`src/rtl/hazard_controller.sv`:
```
// Pipeline hazard controller: freezes the pipeline on outstanding memory
// accesses, inserts load-use bubbles, flushes on EX redirects, and keeps
// performance counters plus a sticky memory-stall watchdog.
module hazard_controller #(
    parameter int TIMEOUT = 1024
) (
    input  logic        clk,
    input  logic        rst,
    input  logic        imem_read,
    input  logic        imem_resp,
    input  logic [31:0] imem_rdata,
    input  logic        exmem_mem_read,
    input  logic        exmem_mem_write,
    input  logic        dmem_resp,
    input  logic        idex_mem_read,
    input  logic [4:0]  idex_rd,
    input  logic [4:0]  ifid_rs1,
    input  logic [4:0]  ifid_rs2,
    input  logic        ifid_use_rs1,
    input  logic        ifid_use_rs2,
    input  logic        ex_redirect,
    output logic        pc_ld,
    output logic        ifid_ld,
    output logic        idex_ld,
    output logic        exmem_ld,
    output logic        memwb_ld,
    output logic        ifid_flush,
    output logic        idex_flush,
    output logic        imem_read_gated,
    output logic        dmem_read_gated,
    output logic        dmem_write_gated,
    output logic [31:0] inst_out,
    output logic [31:0] stall_cycles,
    output logic [31:0] bubble_count,
    output logic [31:0] flush_count,
    output logic        mem_timeout
);

    localparam int WD_W = $clog2(TIMEOUT + 1);
    localparam logic [WD_W-1:0] WD_MAX = WD_W'(TIMEOUT);

    typedef enum logic {
        RUN      = 1'b0,
        MEM_WAIT = 1'b1
    } state_t;

    state_t          state;
    logic            imem_done;
    logic            dmem_done;
    logic [31:0]     inst_hold;
    logic [WD_W-1:0] wd_cnt;
    logic [WD_W-1:0] wd_inc;

    logic imem_sat;
    logic dmem_sat;
    logic mem_stall;
    logic redirect_now;
    logic load_use;

    // Memory-side satisfaction, stall decision and hazard detection
    always_comb begin
        imem_sat     = !imem_read || imem_resp || imem_done;
        dmem_sat     = !(exmem_mem_read || exmem_mem_write) || dmem_resp || dmem_done;
        mem_stall    = !(imem_sat && dmem_sat);
        redirect_now = ex_redirect && !mem_stall;
        load_use     = !mem_stall && !ex_redirect && idex_mem_read && (idex_rd != 5'd0) &&
                       ((ifid_use_rs1 && (ifid_rs1 == idex_rd)) ||
                        (ifid_use_rs2 && (ifid_rs2 == idex_rd)));
        wd_inc       = (wd_cnt == WD_MAX) ? wd_cnt : wd_cnt + WD_W'(1);
    end

    // Pipeline load/flush control; memory stall dominates, then redirect, then load-use
    always_comb begin
        pc_ld      = 1'b1;
        ifid_ld    = 1'b1;
        idex_ld    = 1'b1;
        exmem_ld   = 1'b1;
        memwb_ld   = 1'b1;
        ifid_flush = 1'b0;
        idex_flush = 1'b0;
        if (mem_stall) begin
            pc_ld    = 1'b0;
            ifid_ld  = 1'b0;
            idex_ld  = 1'b0;
            exmem_ld = 1'b0;
            memwb_ld = 1'b0;
        end else if (redirect_now) begin
            ifid_flush = 1'b1;
            idex_flush = 1'b1;
        end else if (load_use) begin
            // Hold PC and IF/ID; the bubble enters ID/EX while older stages advance
            pc_ld      = 1'b0;
            ifid_ld    = 1'b0;
            idex_flush = 1'b1;
        end
    end

    // Requests to memory are masked once that side has completed, so nothing is reissued
    always_comb begin
        imem_read_gated  = imem_read && !imem_done;
        dmem_read_gated  = exmem_mem_read && !dmem_done;
        dmem_write_gated = exmem_mem_write && !dmem_done;
        inst_out         = imem_resp ? imem_rdata : inst_hold;
    end

    // Stall FSM, per-side completion flags and the memory-stall watchdog
    always_ff @(posedge clk) begin
        if (rst) begin
            state       <= RUN;
            imem_done   <= 1'b0;
            dmem_done   <= 1'b0;
            wd_cnt      <= '0;
            mem_timeout <= 1'b0;
        end else begin
            state <= mem_stall ? MEM_WAIT : RUN;
            if (!mem_stall) begin
                imem_done <= 1'b0;
                dmem_done <= 1'b0;
            end else begin
                if (imem_resp) imem_done <= 1'b1;
                if (dmem_resp) dmem_done <= 1'b1;
            end
            if (state == MEM_WAIT) begin
                wd_cnt <= mem_stall ? wd_inc : '0;
                if (wd_inc == WD_MAX) mem_timeout <= 1'b1;
            end else begin
                wd_cnt <= '0;
            end
        end
    end

    // Keep the fetched word while the data side is still outstanding
    always_ff @(posedge clk) begin
        if (rst) begin
            inst_hold <= '0;
        end else if (mem_stall && imem_resp) begin
            inst_hold <= imem_rdata;
        end
    end

    // Performance counters, free-running modulo 2^32
    always_ff @(posedge clk) begin
        if (rst) begin
            stall_cycles <= '0;
            bubble_count <= '0;
            flush_count  <= '0;
        end else begin
            if (mem_stall || load_use) stall_cycles <= stall_cycles + 32'd1;
            if (load_use)              bubble_count <= bubble_count + 32'd1;
            if (redirect_now)          flush_count  <= flush_count + 32'd1;
        end
    end

endmodule

```
`config.mk`:
```
export PLATFORM = sky130hd
export DESIGN_NAME = hazard_controller
export DESIGN_NICKNAME = d
export VERILOG_FILES = /design/src/rtl/hazard_controller.sv
export SDC_FILE = /design/constraint.sdc
export NUM_CORES = 1
export LEC_CHECK = 0
export ABC_AREA = 1
export CAP_MARGIN = 20
export CORE_ASPECT_RATIO = 1.2
export CORE_UTILIZATION = 50
export CTS_CLUSTER_DIAMETER = 50
export DETAILED_ROUTE_END_ITERATION = 10
export PLACE_DENSITY = 0.8
export SLEW_MARGIN = 0
export SYNTH_ARGS = -nofsm -noshare
export SYNTH_HDL_FRONTEND = slang
export SYNTH_SLANG_ARGS = --single-unit
```
`constraint.sdc`:
```
create_clock -name clk -period 2.18 [get_ports clk]
set_input_delay 0.327 -clock clk [delete_from_list [all_inputs] [get_ports clk]]
set_output_delay 0.327 -clock clk [all_outputs]
set_load 0.05 [all_outputs]
```
==> flow_metrics.tcl <==
set metrics [dict create \
    worst_pin_slew_ns 0.5520 \
    fin_crit_ns 2.125 \
    maxSlewHeadroom_pct 63.08 \
    synth_edf_count 0 \
    hold_viol 0 \
    post-dp-hpwl_mm 17.75 \
    grt_max_degree 67 \
    multi_input_area_um2 4538 \
    cts_hold_buf 0 \
    yosysWarnings 0 \
    firstDrtPassIters 5 \
    ys_types 36 \
    slowest_delay_ns 0.87 \
    syn_inst 1254 \
    tritoncts "built" \
    initial_core_util_pct 51.27 \
    via_per_inst 5.269 \
    maxSlewViolCount 0 \
    ios 197 \
    placed_area_um2 10670 \
    fmax_ghz 0.4706 \
    htreeDepth 4 \
    synth-main-ff-cell "dfxtp_1" \
    gp_congestion 0.9557 \
    area_growth_pct 41.74 \
    cp.required_ns 1.85 \
    yosys-top-cells-area "dfxtp_1 (36%), nand2_1 (16%), nor2_1 (7.6%)" \
    cp_max_fo 6 \
    io_buffer_count 196 \
    endpoint_kind "output pin" \
    antenna_found_initial 1 \
    drt_wl_total_mm 24.28 \
    synthTopCellsByCount "nand2_1 (345), nor2_1 (162), dfxtp_1 (143)" \
    dieHeight_um 141.0 \
    p_leak_uw 0.004179 \
    clk_pin_slew_ns 0.06 \
    design_area_um2 11410 \
    syn_nets 1317 \
    peakVddDrop_mv 0.5337 \
    clk_latency_ns 0.42 \
    postRouteAntennaNets 0 \
    finalPower_uw 6902 \
    drt_first_iter_violations 698 \
    status "finished clean" \
    cts_buffer_depth 2 \
    final_nets 1514 \
    critPathKind "flip-flop to output pin" \
    synthArstFlopShare_pct 0 \
    period_share_pct 97.47 \
    core_area_um2 15700 \
    root_buffer "clkbuf_16" \
    grt_usage_pct 29.98 \
    cts_buffers 17 \
    path_cells "clkdlybuf4s50_1" \
    yosysTopAreaCell "dfxtp_1" \
    grt_pass1_vias 8334 \
    cp.arrival_ns 1.80 \
    overflow 0 \
    max_cap_viol_count 0 \
    seq_area_um2 2865 \
    hold_path_class "input port to flip-flop" \
    die-area_um2 16620 \
    rows 50 \
    regToRegSetupSlack_ns 0.29 \
    grt_pass1_wl_mm 40.14 \
    start_kind "flip-flop" \
    drive_gt1_share_pct 9.302 \
    setup_viol 0 \
    synth-seq-cells 143 \
    synth_top_cell_area_share_pct 35.56 \
    netlist_area_um2 8051 \
    detailroute.via_count 8809 \
    syn_avg_cell_area_um2 6.421 \
    ys_seq_area_share_pct 35.56 \
    post-route-drc-count 0 \
    avgRoutedWirePerCell_um 14.52 \
    nFillCells 1283 \
    p_per_area_nw_per_um2 604.8 \
    die_w_um 117.8 \
    yosysMostFrequentCell "nand2_1" \
    clock-sinks 143 \
    final_util_pct 72.68 \
    fin_skew_ns 0.007262 \
    crit_slowest_cell "clkdlybuf4s50_1" \
    path_buf_inv 1 \
    crit_family "buffers and inverters" \
]
worst register-to-register path, stage by stage (launching register included):
cell and delay (ns):
dfxtp_1 0.43, ha_1 0.30, nand3_2 0.16, nor2_2 0.15, buf_4 0.15, inv_1 0.04, nor2_1 0.18, nand2_1 0.11
xnor2_1 0.15, nand2_1 0.07, a21oi_1 0.12
layout by cell type, fill, tap and decap left out, types with 7 or more instances in the layout:
cell type / n
buf_4: 25
o21ai_0: 89
nand2_1: 342
nand3_1: 59
nor3_1: 39
buf_12: 43
nor2_2: 7
nor2_1: 162
a21oi_1: 119
xor2_1: 39
xnor2_1: 21
nand3b_1: 7
clkbuf_16: 17
dfxtp_1: 141
inv_1: 115
clkdlybuf4s50_1: 143
dlymetal6s2s_1: 9
nand4_1: 23
timing repair:
action,4_1_cts,5_1_grt
gates cloned,1,0
pin swaps,1,6
setup buffers,0,1
hold endpoints to repair,0,0
gates resized for setup,4,23
endpoints found under the setup margin,3,3
per-layer routing:
metal,global-route usage [%],wire [um],vias to the layer above
li1,-,-,4439
met1,33.68,9563,3992
met2,51.55,11930,317
met3,9.790,2102,61
met4,13.56,688,0
met5,0,0,-
worst paths after layout:
kind	startpoint	to	cells past startpoint
max	stall_cycles[23]	stall_cycles[23]	1
min	rst	flush_count[7]	2
min reg2reg	mem_timeout	mem_timeout	2
max reg2reg	stall_cycles[1]	stall_cycles[30]	10
sequential cells by signal, indices dropped and copies added (netlist names):
| register | cells |
|---|---|
| flush_count | 32 |
| mem_timeout | 1 |
| inst_hold | 32 |
| dmem_done | 1 |
| bubble_count | 32 |
| wd_cnt | 11 |
| stall_cycles | 32 |
| imem_done | 1 |
| state | 1 |
metrics by stage:
stage	cells	setup TNS, ns	setup slack, ns	hold slack (ns)
global placement	1638	-0.02856	-0.01497	0.4329
detailed placement	1638	-0.7621	-0.09053	0.4393
floorplan	1254	0	0.04308	0.4225
CTS	1669	-0.03948	-0.02219	0.2157
finish	1672	0	0.05516	0.2339
global route	1670	-0.03325	-0.01705	0.2538
kinds of logic (layout without fill, tap and decap cells):
logic type      Yosys count  in the layout  share of synthesized area (%)
compound gates          216            216                          13.58
xor+xnor                 60             60                          6.527
fa+ha+maj                 5              5                         0.7770
buf+inv                 170            378                          8.702
flops                   143            143                          35.56
other cells               0              2                              0
simple gates            660            660                          34.86
power breakdown:
| group | internal (uW) | switching (uW) |
|---|---|---|
| Combinational | 469 | 656 |
| Sequential | 2680 | 28.1 |
| Clock | 1930 | 1140 |
layout make-up:
class	instances	share of cell area [%]
antenna	2	0.04385
clock buffer	20	3.914
clock inverter	10	1.436
inverter	123	4.100
multi-input combinational	941	39.77
sequential	143	25.11
tap	208	2.280
timing repair buffer	225	23.35
Power figures use the tool's default switching activity.
